File: config.mk
export PLATFORM = sky130hd
export DESIGN_NAME = gpu_fpu_issue
export DESIGN_NICKNAME = d
export VERILOG_FILES = /design/src/rtl/gpu_fpu_issue.sv
export SDC_FILE = /design/constraint.sdc
export NUM_CORES = 1
export LEC_CHECK = 0
export ABC_CLOCK_PERIOD_IN_PS = 7500
export BUFFER_PORTS_ARGS = -buffer_cell sky130_fd_sc_hd__buf_4
export CORE_MARGIN = 2
export CORE_UTILIZATION = 44
export CTS_CLUSTER_SIZE = 10
export DETAILED_ROUTE_END_ITERATION = 12
export MAX_ROUTING_LAYER = met4
export PLACE_DENSITY = 0.65
export SLEW_MARGIN = 25
export SYNTH_ARGS = -nofsm -noshare
export SYNTH_HDL_FRONTEND = slang
export SYNTH_SLANG_ARGS = --single-unit
File: constraint.sdc
create_clock -name clk -period 7.5 [get_ports clk]
set_clock_uncertainty 0.15 [all_clocks]
set_input_delay 0.75 -clock clk [delete_from_list [all_inputs] [get_ports clk]]
set_output_delay 0.75 -clock clk [all_outputs]
set_load 0.01 [all_outputs]
File: src/rtl/gpu_fpu_issue.sv
// gpu_fpu_issue
//   Operand/issue stage in front of the combinational gpu_fpu. Instructions
//   (opcode, two operands, tag) are queued in a DEPTH-entry FIFO and issued
//   one at a time. After an issue the stage waits FPU_LAT cycles for fpu_out
//   to settle, captures it, and offers it to writeback on a valid/ready
//   channel. Results leave in issue order.
//
//   Optional feature, macro GPU_FPU_ILLEGAL_TRAP_EN:
//     defined   - an opcode outside 14..22 is not issued. fpu_* keep their old
//                 values and the FSM goes IDLE->DONE with res_data=0,
//                 res_err=1 and the tag preserved.
//     undefined - every opcode goes through EXEC; res_err is always 0.
//
// Ports
//   clk, rst                     clock (rising edge), async active-high reset
//   in_valid/in_ready            instruction handshake; in_ready = FIFO not full
//   in_opc, in_a, in_b, in_tag   instruction fields
//   fpu_opc, fpu_in1, fpu_in2    registered operands to gpu_fpu, loaded on issue
//   fpu_out                      combinational result from gpu_fpu
//   res_valid/res_ready          writeback handshake
//   res_data, res_tag, res_err   captured result, its tag, illegal-opcode flag
//   count                        FIFO occupancy (0..DEPTH)
//   busy                         FSM not idle or FIFO not empty
module gpu_fpu_issue #(
  parameter int DATA_W  = 33,
  parameter int OPC_W   = 6,
  parameter int DEPTH   = 4,
  parameter int TAG_W   = 4,
  parameter int FPU_LAT = 1
) (
  input  logic                     clk,
  input  logic                     rst,
  input  logic                     in_valid,
  output logic                     in_ready,
  input  logic [OPC_W-1:0]         in_opc,
  input  logic [DATA_W-1:0]        in_a,
  input  logic [DATA_W-1:0]        in_b,
  input  logic [TAG_W-1:0]         in_tag,
  output logic [OPC_W-1:0]         fpu_opc,
  output logic [DATA_W-1:0]        fpu_in1,
  output logic [DATA_W-1:0]        fpu_in2,
  input  logic [DATA_W-1:0]        fpu_out,
  output logic                     res_valid,
  input  logic                     res_ready,
  output logic [DATA_W-1:0]        res_data,
  output logic [TAG_W-1:0]         res_tag,
  output logic                     res_err,
  output logic [$clog2(DEPTH):0]   count,
  output logic                     busy
);

  localparam int PTR_W = $clog2(DEPTH);
  localparam int CNT_W = PTR_W + 1;
  localparam int LAT_W = (FPU_LAT > 1) ? $clog2(FPU_LAT) : 1;

  typedef enum logic [1:0] {S_IDLE, S_EXEC, S_DONE} state_t;

  state_t             r_state, w_state_nxt;
  logic [PTR_W-1:0]   r_wr_ptr, r_rd_ptr;
  logic [CNT_W-1:0]   r_count;
  logic [LAT_W-1:0]   r_lat_cnt;
  logic [TAG_W-1:0]   r_tag;

  logic [OPC_W-1:0]   r_mem_opc [DEPTH];
  logic [DATA_W-1:0]  r_mem_a   [DEPTH];
  logic [DATA_W-1:0]  r_mem_b   [DEPTH];
  logic [TAG_W-1:0]   r_mem_tag [DEPTH];

  logic w_push, w_pop, w_trap, w_capture, w_head_illegal;

  // ---- FIFO input stage ----
  assign in_ready = (r_count != CNT_W'(DEPTH));
  assign w_push   = in_valid && in_ready;

  always_ff @(posedge clk) begin
    if (w_push) begin
      r_mem_opc[r_wr_ptr] <= in_opc;
      r_mem_a[r_wr_ptr]   <= in_a;
      r_mem_b[r_wr_ptr]   <= in_b;
      r_mem_tag[r_wr_ptr] <= in_tag;
    end
  end

`ifdef GPU_FPU_ILLEGAL_TRAP_EN
  assign w_head_illegal = (r_mem_opc[r_rd_ptr] < OPC_W'(14)) ||
                          (r_mem_opc[r_rd_ptr] > OPC_W'(22));
`else
  assign w_head_illegal = 1'b0;
`endif

  // ---- issue FSM ----
  always_comb begin
    w_state_nxt = r_state;
    w_pop       = 1'b0;
    w_trap      = 1'b0;
    w_capture   = 1'b0;
    case (r_state)
      S_IDLE: begin
        if (r_count != '0) begin
          w_pop = 1'b1;
          if (w_head_illegal) begin
            w_trap      = 1'b1;
            w_state_nxt = S_DONE;
          end else begin
            w_state_nxt = S_EXEC;
          end
        end
      end
      S_EXEC: begin
        // lat_cnt is 0 in the first EXEC cycle, so the FPU_LAT-th cycle is FPU_LAT-1
        if (r_lat_cnt == LAT_W'(FPU_LAT - 1)) begin
          w_capture   = 1'b1;
          w_state_nxt = S_DONE;
        end
      end
      S_DONE: begin
        if (res_ready) w_state_nxt = S_IDLE;
      end
      default: w_state_nxt = S_IDLE;
    endcase
  end

  always_ff @(posedge clk or posedge rst) begin
    if (rst) begin
      r_state   <= S_IDLE;
      r_wr_ptr  <= '0;
      r_rd_ptr  <= '0;
      r_count   <= '0;
      r_lat_cnt <= '0;
    end else begin
      r_state <= w_state_nxt;
      if (w_push) r_wr_ptr <= r_wr_ptr + PTR_W'(1);
      if (w_pop)  r_rd_ptr <= r_rd_ptr + PTR_W'(1);
      case ({w_push, w_pop})
        2'b10:   r_count <= r_count + CNT_W'(1);
        2'b01:   r_count <= r_count - CNT_W'(1);
        default: r_count <= r_count;
      endcase
      if (w_pop)                  r_lat_cnt <= '0;
      else if (r_state == S_EXEC) r_lat_cnt <= r_lat_cnt + LAT_W'(1);
    end
  end

  // ---- FPU operand / result registers ----
  // Operands change only on a real issue so gpu_fpu sees stable inputs in EXEC.
  always_ff @(posedge clk or posedge rst) begin
    if (rst) begin
      fpu_opc  <= '0;
      fpu_in1  <= '0;
      fpu_in2  <= '0;
      r_tag    <= '0;
      res_data <= '0;
      res_tag  <= '0;
      res_err  <= 1'b0;
    end else begin
      if (w_pop && !w_trap) begin
        fpu_opc <= r_mem_opc[r_rd_ptr];
        fpu_in1 <= r_mem_a[r_rd_ptr];
        fpu_in2 <= r_mem_b[r_rd_ptr];
        r_tag   <= r_mem_tag[r_rd_ptr];
      end
      if (w_trap) begin
        res_data <= '0;
        res_tag  <= r_mem_tag[r_rd_ptr];
        res_err  <= 1'b1;
      end else if (w_capture) begin
        res_data <= fpu_out;
        res_tag  <= r_tag;
        res_err  <= 1'b0;
      end
    end
  end

  assign res_valid = (r_state == S_DONE);
  assign count     = r_count;
  assign busy      = (r_state != S_IDLE) || (r_count != '0);

endmodule

-- Word level (Yosys, flattened, before mapping)
Memory sizes are Yosys's and may differ from the RTL's. A register that Yosys moved wholly into a read port is not among the register bits.
Cells that the tools add are included.
- RAM bits: 304
- bits of input ports: 113
- logic and storage cells: 45
- register bits: 47
- memories: 4
- memories (name ; depth ; bits a word ; rd ports ; clocked after Yosys merged registers in ; wr ports ; line ; source):
    r_mem_a ; 4 ; 33 ; 1 ; 1 ; 1 ; 65 ; logic [DATA_W-1:0] r_mem_a [DEPTH];
    r_mem_b ; 4 ; 33 ; 1 ; 1 ; 1 ; 66 ; logic [DATA_W-1:0] r_mem_b [DEPTH];
    r_mem_opc ; 4 ; 6 ; 1 ; 1 ; 1 ; 64 ; logic [OPC_W-1:0] r_mem_opc [DEPTH];
    r_mem_tag ; 4 ; 4 ; 1 ; 1 ; 1 ; 67 ; logic [TAG_W-1:0] r_mem_tag [DEPTH];
- multiplexer cells: 13
- eq/ne operators: 8
- reductions and logical operators: 8
- add/sub/neg operators: 5
- operators with widths (kind ; count):
    two-way mux 1 bit ; 8
    two-way mux 2 bit ; 3
    one-hot mux 2 bit (3 select lines) ; 1
    one-hot mux 3 bit (2 select lines) ; 1
    nonzero test 2 bit ; 3
    adder 2 x 1 -> 2 bit, second input constant ; 2
    equality test 2 x 1 -> 1 bit, second input constant ; 2
    equality test 2 bit, second input constant ; 2
    != test 2 bit, second input constant ; 2
    adder 3 x 1 -> 3 bit, second input constant ; 1
    != test 3 bit, second input constant ; 1
    AND reduction 3 bit ; 1
    nonzero test 3 bit ; 1
    subtractor 3 x 1 -> 3 bit, second input constant ; 1
    logical NOT 2 bit ; 1
    != test 2 x 1 -> 1 bit, second input constant ; 1
    adder 1 bit, second input constant ; 1
    logical AND 1 bit ; 1
    logical OR 1 bit ; 1

-- Depth between registers and ports, before layout
Gate-level depths: netlist of the first run.
- word-level depth: 5
- gate-level depth with buffers: 10

-- Worst setup path before layout of the first run
OpenSTA, ideal clock, no wires.
- path kind: input to register
- start: input port in_valid
- end: memory r_mem_a[3][0], enable pin
- library setup time: 0.443 ns
- setup slack: 4.332 ns
- stages on the path: 1
- arrival time: 2.575 ns
- buffers on the path: 0
- required time: 6.907 ns
- cells stage by stage: and3_1
- word-level cells in the longest chain between the ends: 3
- RTL lines (what ; line ; source):
    start: declaration ; 33 ; input logic in_valid,
    logical AND 1 bit ; 73 ; assign w_push = in_valid && in_ready;
    two-way mux 1 bit ; 76 ; if (w_push) begin
    two-way mux 1 bit (implied by the code) ; 78 ; r_mem_a[r_wr_ptr] <= in_a;
    end: declaration ; 65 ;
Every way passes these cells.

==> qor.yml, run 1 <==
setup_path:
  cp.required_ps: 7800
  worstSetupPathType: "register to register"
  regToRegStartpoint: "r_rd_ptr[0]"
  crit_family: "flip-flops"
  reg2regPathDepth: 3
  critPathLaunchType: "register"
  crit_path_start: "r_rd_ptr[0]"
  endpoint: "fpu_in2[16]"
  critical_path.max_fanout: 40
  crit_chain: "buf_4 > mux4_2 > mux2_2"
  critical_path_depth: 3
  crit_slowest_cell: "dfrtp_4"
  critPathBufInv: 1
  r2r_setup_slack_ps: 4540
  critical-path-max-stage-delay_ps: 940
  rr_endpoint: "fpu_in2[16]"
  cp_data_arrival_time_ps: 3250
  end_kind: "register"
global_route:
  grt_max_degree: 63
  first_global_vias: 8062
  track_usage: 0.172
  antenna_found_initial: 0
  grt_overflow: 0
  grt_pass1_wl_mm: 47.5
sta:
  fin_crit_sh: 0.394
  setup_violations: 0
  fmax_mhz: 338
  period_minus_slack_ps: 2960
  tns_ps: 0
  tightest_slew_ps: 964
  slew_violations: 0
  slew_headroom: 0.357
  hold_violations: 0
  rsz0062_at_grt: "no"
clocking:
  cts_tree: "yes"
  postCtsSetupBuffers: 0
  clockBufferDepth: 3
  clock-sinks: 427
  cts_hold_buf: 0
  cts.clk_slew.worst_paths_ps: 50
  cts.root.buffer_cell: "clkbuf_16"
  clock_latency_ps: 580
  cts_resized: 0
  numCtsBuffers: 49
  htreeDepth: 2
detailed_routing:
  route.detailed.drc: 0
  wl_per_cell_um: 20.9
  dr.pass1.iters: 6
  vias: 7345
  routed_via_density: 5.07
  drt-total-wl_mm: 30.3
  drt_iter0_drc: 318
  antenna_left: 0
placement:
  gp_congestion: 0.693
  dp_hpwl_mm: 17.6
  placed_area_um2: 18000
  port-buffer-count: 227
yosys:
  synth_top_area_frac: 0.578
  syn_nets: 811
  synthTopCellsByArea: "edfxtp_1, dfrtp_1, mux4_2, mux2_2, mux2_4"
  syn_avg_cell_area_um2: 22.8
  syn-cell-area_um2: 15800
  ys_top_cells_by_count: "edfxtp_1, dfrtp_1, mux2_2"
  synth-seq-cells: 427
  synthCells: 692
  yosys.area.top_type: "edfxtp_1"
  synth_edf_count: 304
  yosysSeqAreaShare: 0.773
  ys_types: 30
  synth_most_common_cell: "edfxtp_1"
  synthArstFlopShare: 0.288
  yosys_warnings: 0
  synth-main-ff-cell: "edfxtp_1"
die:
  core_area_um2: 35500
  io_pins: 229
  die_x_um: 193
  die_y_um: 193
  start_util: 0.445
  rows: 69
  die-area_um2: 37400
layout:
  drive_gt1_frac: 0.499
  fin_area_um2: 19400
  syn_to_final_growth_pct: 23.2
  nNetsFinal: 1068
  diodes: 0
power:
  p_per_area_nw_per_um2: 430
  p_leak_nw: 7.23
  ir_drop_mv: 0.291
status:
  outcome: "finished clean"
worst_hold_path:
  hp-class: "input port to async pin"
job:
  max-cap-violations: 0
[state kept, by name, indices dropped and copies added, names as in the netlist]
signal,count
fpu_opc,6
r_state,2
res_data,33
r_tag,4
r_mem_tag,16
r_mem_opc,24
r_rd_ptr,2
count,3
fpu_in1,33
fpu_in2,33
r_mem_b,132
r_mem_a,132
r_lat_cnt,1
res_tag,4
r_wr_ptr,2
[layout by cell type (no fill, tap or decap), types with 5 or more instances in the layout]
| master | count |
|---|---|
| edfxtp_1 | 304 |
| buf_4 | 235 |
| dfrtp_1 | 121 |
| mux2_2 | 94 |
| mux4_2 | 76 |
| clkbuf_16 | 49 |
| clkbuf_1 | 34 |
| mux2_4 | 20 |
| inv_1 | 8 |
| xnor2_1 | 5 |
| ha_1 | 5 |
[cell type report]
class,instances,area (µm²)
Clock buffer,84,1370
Multi-Input combinational cell,224,3370
Sequential cell,427,12200
Inverter,10,45.0
Fill cell,2743,16000
Clock inverter,5,51.3
Tap cell,461,577
Timing Repair Buffer,237,1820
[cells by family (layout without fill, tap and decap cells)]
logic type | count (synthesis) | count (layout) | synth area share
AND/OR/NAND/NOR | 17 | 17 | 0.00658
adder cells (fa/ha/maj) | 6 | 6 | 0.00523
multiplexers | 191 | 191 | 0.195
XOR/XNOR | 7 | 7 | 0.00388
flip-flops | 427 | 427 | 0.773
AO/OA/AOI/OAI | 2 | 2 | 0.000793
other | 1 | 1 | 0.000238
buffers and inverters | 41 | 336 | 0.0147
[routing by layer]
layer  part of all wire  global-route usage
met5                  0                   -
met3              0.064              0.0455
met2               0.50               0.271
met4              0.027              0.0667
met1               0.41               0.214
[through the flow]
stage | total power [mW] | util | setup WS, ps | cells | hold slack [ps]
4_1_cts | 8.49 | 0.546 | 4420 | 1446 | 84.6
2_1_floorplan | 5.37 | - | 3330 | 692 | 325
5_1_grt | 8.83 | 0.548 | 4280 | 1448 | 119
3_5_place_dp | 6.37 | 0.507 | 4450 | 1357 | 346
6_report | 8.36 | 0.548 | 4540 | 1448 | 91.9
3_3_place_gp | 6.31 | 0.507 | 4450 | 1357 | 339
[worst min-delay path by stage]
stage / from / to / slack [ps]
finish: rst / res_data[11] / 90
global route: rst / res_data[11] / 120
CTS: rst / res_data[11] / 80
detailed placement: r_tag[3] / r_tag[3] / 350
global placement: r_tag[0] / r_tag[0] / 340
floorplan: r_tag[0] / r_tag[0] / 320
[report_power, final]
| part | switching [mW] | internal (mW) |
|---|---|---|
| sequential | 0.359 | 3.28 |
| clock | 0.859 | 1.23 |
| combinational | 1.15 | 1.48 |
Power figures use the tool's default switching activity.
==> inputs of run 2 (changes only) <==
--- a/config.mk
+++ b/config.mk
@@ -5,14 +5,14 @@
 export SDC_FILE = /design/constraint.sdc
 export NUM_CORES = 1
 export LEC_CHECK = 0
-export ABC_CLOCK_PERIOD_IN_PS = 7500
+export ABC_CLOCK_PERIOD_IN_PS = 2600
 export BUFFER_PORTS_ARGS = -buffer_cell sky130_fd_sc_hd__buf_4
 export CORE_MARGIN = 2
 export CORE_UTILIZATION = 44
 export CTS_CLUSTER_SIZE = 10
 export DETAILED_ROUTE_END_ITERATION = 12
 export MAX_ROUTING_LAYER = met4
-export PLACE_DENSITY = 0.65
+export PLACE_DENSITY = 0.67
 export SLEW_MARGIN = 25
 export SYNTH_ARGS = -nofsm -noshare
 export SYNTH_HDL_FRONTEND = slang
==> constraint.sdc (replaced) <==
create_clock -name clk -period 2.6 [get_ports clk]
set_clock_uncertainty 0.15 [all_clocks]
set_input_delay 0.26 -clock clk [delete_from_list [all_inputs] [get_ports clk]]
set_output_delay 0.26 -clock clk [all_outputs]
set_load 0.01 [all_outputs]
==> run 2 against run 1 <==
  * Design area up 6.9%
  * Utilization up 3.8 points
  * Count of clock-buffer cells in the layout up 5
  * Via count up 6.9%
  * Setup slack worse by 4300 ps
  * Register-to-register slack worse by 4300 ps
  * Global-route usage up 0.54 points
  * Combinational power rose to 3.1 times the previous value
  * Maximum frequency up 25%
  * Clock power rose to 3.0 times the previous value
  * Critical path type unchanged
  * Largest cell class unchanged
==> qor.yml, run 2 (same netlist as run 1, synthesis figures left out) <==
status:
  outcome: "finished clean"  # unchanged
die:
  start_util: 0.445  # unchanged
  die-area_um2: 37400  # unchanged
  die_y_um: 193  # unchanged
  die_x_um: 193  # unchanged
  core_area_um2: 35500  # unchanged
  rows: 69  # unchanged
  io_pins: 229  # unchanged
global_route:
  grt_max_degree: 78  # was 63
  first_global_vias: 8717  # was 8062
  grt_pass1_wl_mm: 49.6  # was 47.5 mm
  grt_overflow: 0  # unchanged
  antenna_found_initial: 2  # was 0
  track_usage: 0.177  # was 0.172
clocking:
  postCtsSetupBuffers: 0  # unchanged
  cts.clk_slew.worst_paths_ps: 50  # about the same
  htreeDepth: 2  # unchanged
  numCtsBuffers: 49  # unchanged
  cts_tree: "yes"  # unchanged
  clock_latency_ps: 570  # was 580 ps
  clock-sinks: 427  # unchanged
  cts.root.buffer_cell: "clkbuf_16"  # unchanged
  clockBufferDepth: 3  # unchanged
  cts_resized: 0  # unchanged
sta:
  setup_violations: 0  # unchanged
  fin_crit_sh: 0.910  # was 0.394
  tightest_slew_ps: 564  # was 964 ps
  slew_headroom: 0.624  # was 0.357
  rsz0062_at_grt: "no"  # unchanged
  hold_violations: 0  # unchanged
  tns_ps: 0  # unchanged
  fmax_mhz: 423  # was 338 MHz
  period_minus_slack_ps: 2370  # was 2960 ps
  slew_violations: 0  # unchanged
  setup_ws_ps: 235  # was 4540 ps
setup_path:
  rr_endpoint: "count[2]"  # was fpu_in2[16]
  r2r_setup_slack_ps: 230  # was 4540 ps
  regToRegStartpoint: "count[0]"  # was r_rd_ptr[0]
  critical_path.max_fanout: 6  # was 40
  cp.required_ps: 2940  # was 7800 ps
  cp_data_arrival_time_ps: 2700  # was 3250 ps
  reg2regPathDepth: 9  # was 3
  end_kind: "register"  # unchanged
  critPathLaunchType: "register"  # unchanged
  worstSetupPathType: "register to register"  # unchanged
layout:
  reg_top3: "r_mem_a x132, r_mem_b x132"  # unchanged
  fill_cells: 2584  # was 2743
  drive_gt1_frac: 0.451  # was 0.499
  final_core_util: 0.586  # was 0.548
  layout_commonest_cell: "edfxtp_1"  # unchanged
  nNetsFinal: 1186  # was 1068
  syn_to_final_growth_pct: 31.8  # was 23.2%
  final_cell_mix: "edfxtp_1, buf_4, dfrtp_1, dlygate4sd3_1, mux2_2"  # was edfxtp_1, buf_4, dfrtp_1, mux2_2, mux4_2
detailed_routing:
  drt_iter0_drc: 316  # was 318
  antenna_left: 0  # unchanged
  vias: 7855  # was 7345
  routed_via_density: 5.00  # was 5.07
  route.detailed.drc: 0  # unchanged
  drt-total-wl_mm: 31.4  # was 30.3 mm
  wl_per_cell_um: 20.0  # was 20.9 µm
  dr.pass1.iters: 4  # was 6
power:
  ir_drop_mv: 0.931  # was 0.291 mV
  p_total_mw: 24.7  # was 8.36 mW
  p_per_area_nw_per_um2: 1190  # was 430 nW/µm²
  p_leak_nw: 7.78  # was 7.23 nW
placement:
  dp_hpwl_mm: 17.3  # was 17.6 mm
  preCtsSetupSlack_ps: 257  # was 4450 ps
  port-buffer-count: 227  # unchanged
  gp_congestion: 0.724  # was 0.693
job:
  max-cap-violations: 0  # unchanged
worst_hold_path:
  hp-class: "input port to async pin"  # unchanged
run 2: area by class of cell:
type / count / area [µm²] / share of cell area
Clock inverter: 2 / 13.8 / 0.000662
Tap cell: 461 / 577 / 0.0277
Clock buffer: 89 / 1450 / 0.0697
Multi-Input combinational cell: 224 / 3370 / 0.162
Inverter: 10 / 43.8 / 0.00211
Antenna cell: 2 / 5.00 / 0.000241
Sequential cell: 427 / 12200 / 0.587
Timing Repair Buffer: 355 / 3120 / 0.150
run 2: timing repair:
item,in CTS,in global routing
hold buffers,112,0
endpoints found under the setup margin,0,0
hold endpoints to repair,462,0
run 2: where the power goes:
group | switching, mW | internal, mW
Sequential | 0.887 | 9.44
Clock | 2.54 | 3.73
Combinational | 3.55 | 4.58
Total | 6.98 | 17.8
run 2: stage by stage:
step / cells / cell area [µm²] / hold WS [ps]
floorplan: 692 / 15800 / 209
global placement: 1365 / 18200 / 52.0
detailed placement: 1365 / 18200 / 49.7
CTS: 1568 / 20800 / 2.23
global route: 1570 / 20800 / 36.2
finish: 1570 / 20800 / 29.9
run 2: worst max-delay path by stage:
stage	start	endpoint	slack [ps]
2_1_floorplan	count[0]	count[2]	210
3_3_place_gp	count[0]	count[2]	280
3_5_place_dp	count[0]	count[2]	260
4_1_cts	count[0]	count[2]	230
5_1_grt	count[0]	count[2]	80
6_report	count[0]	count[2]	230
run 2: critical path: stages, from the launching register on:
cell	delay [ps]
dfrtp_1	440
or3b_1	410
and2_1	210
inv_1	70
ha_1	170
inv_1	60
fa_1	380
xor2_1	150
nor2_1	110
xor2_1	150
run 2: per-layer routing:
metal,track usage,wire (µm)
met5,-,0
met4,0.0602,671
met3,0.0413,1730
met2,0.295,15800
met1,0.215,13200
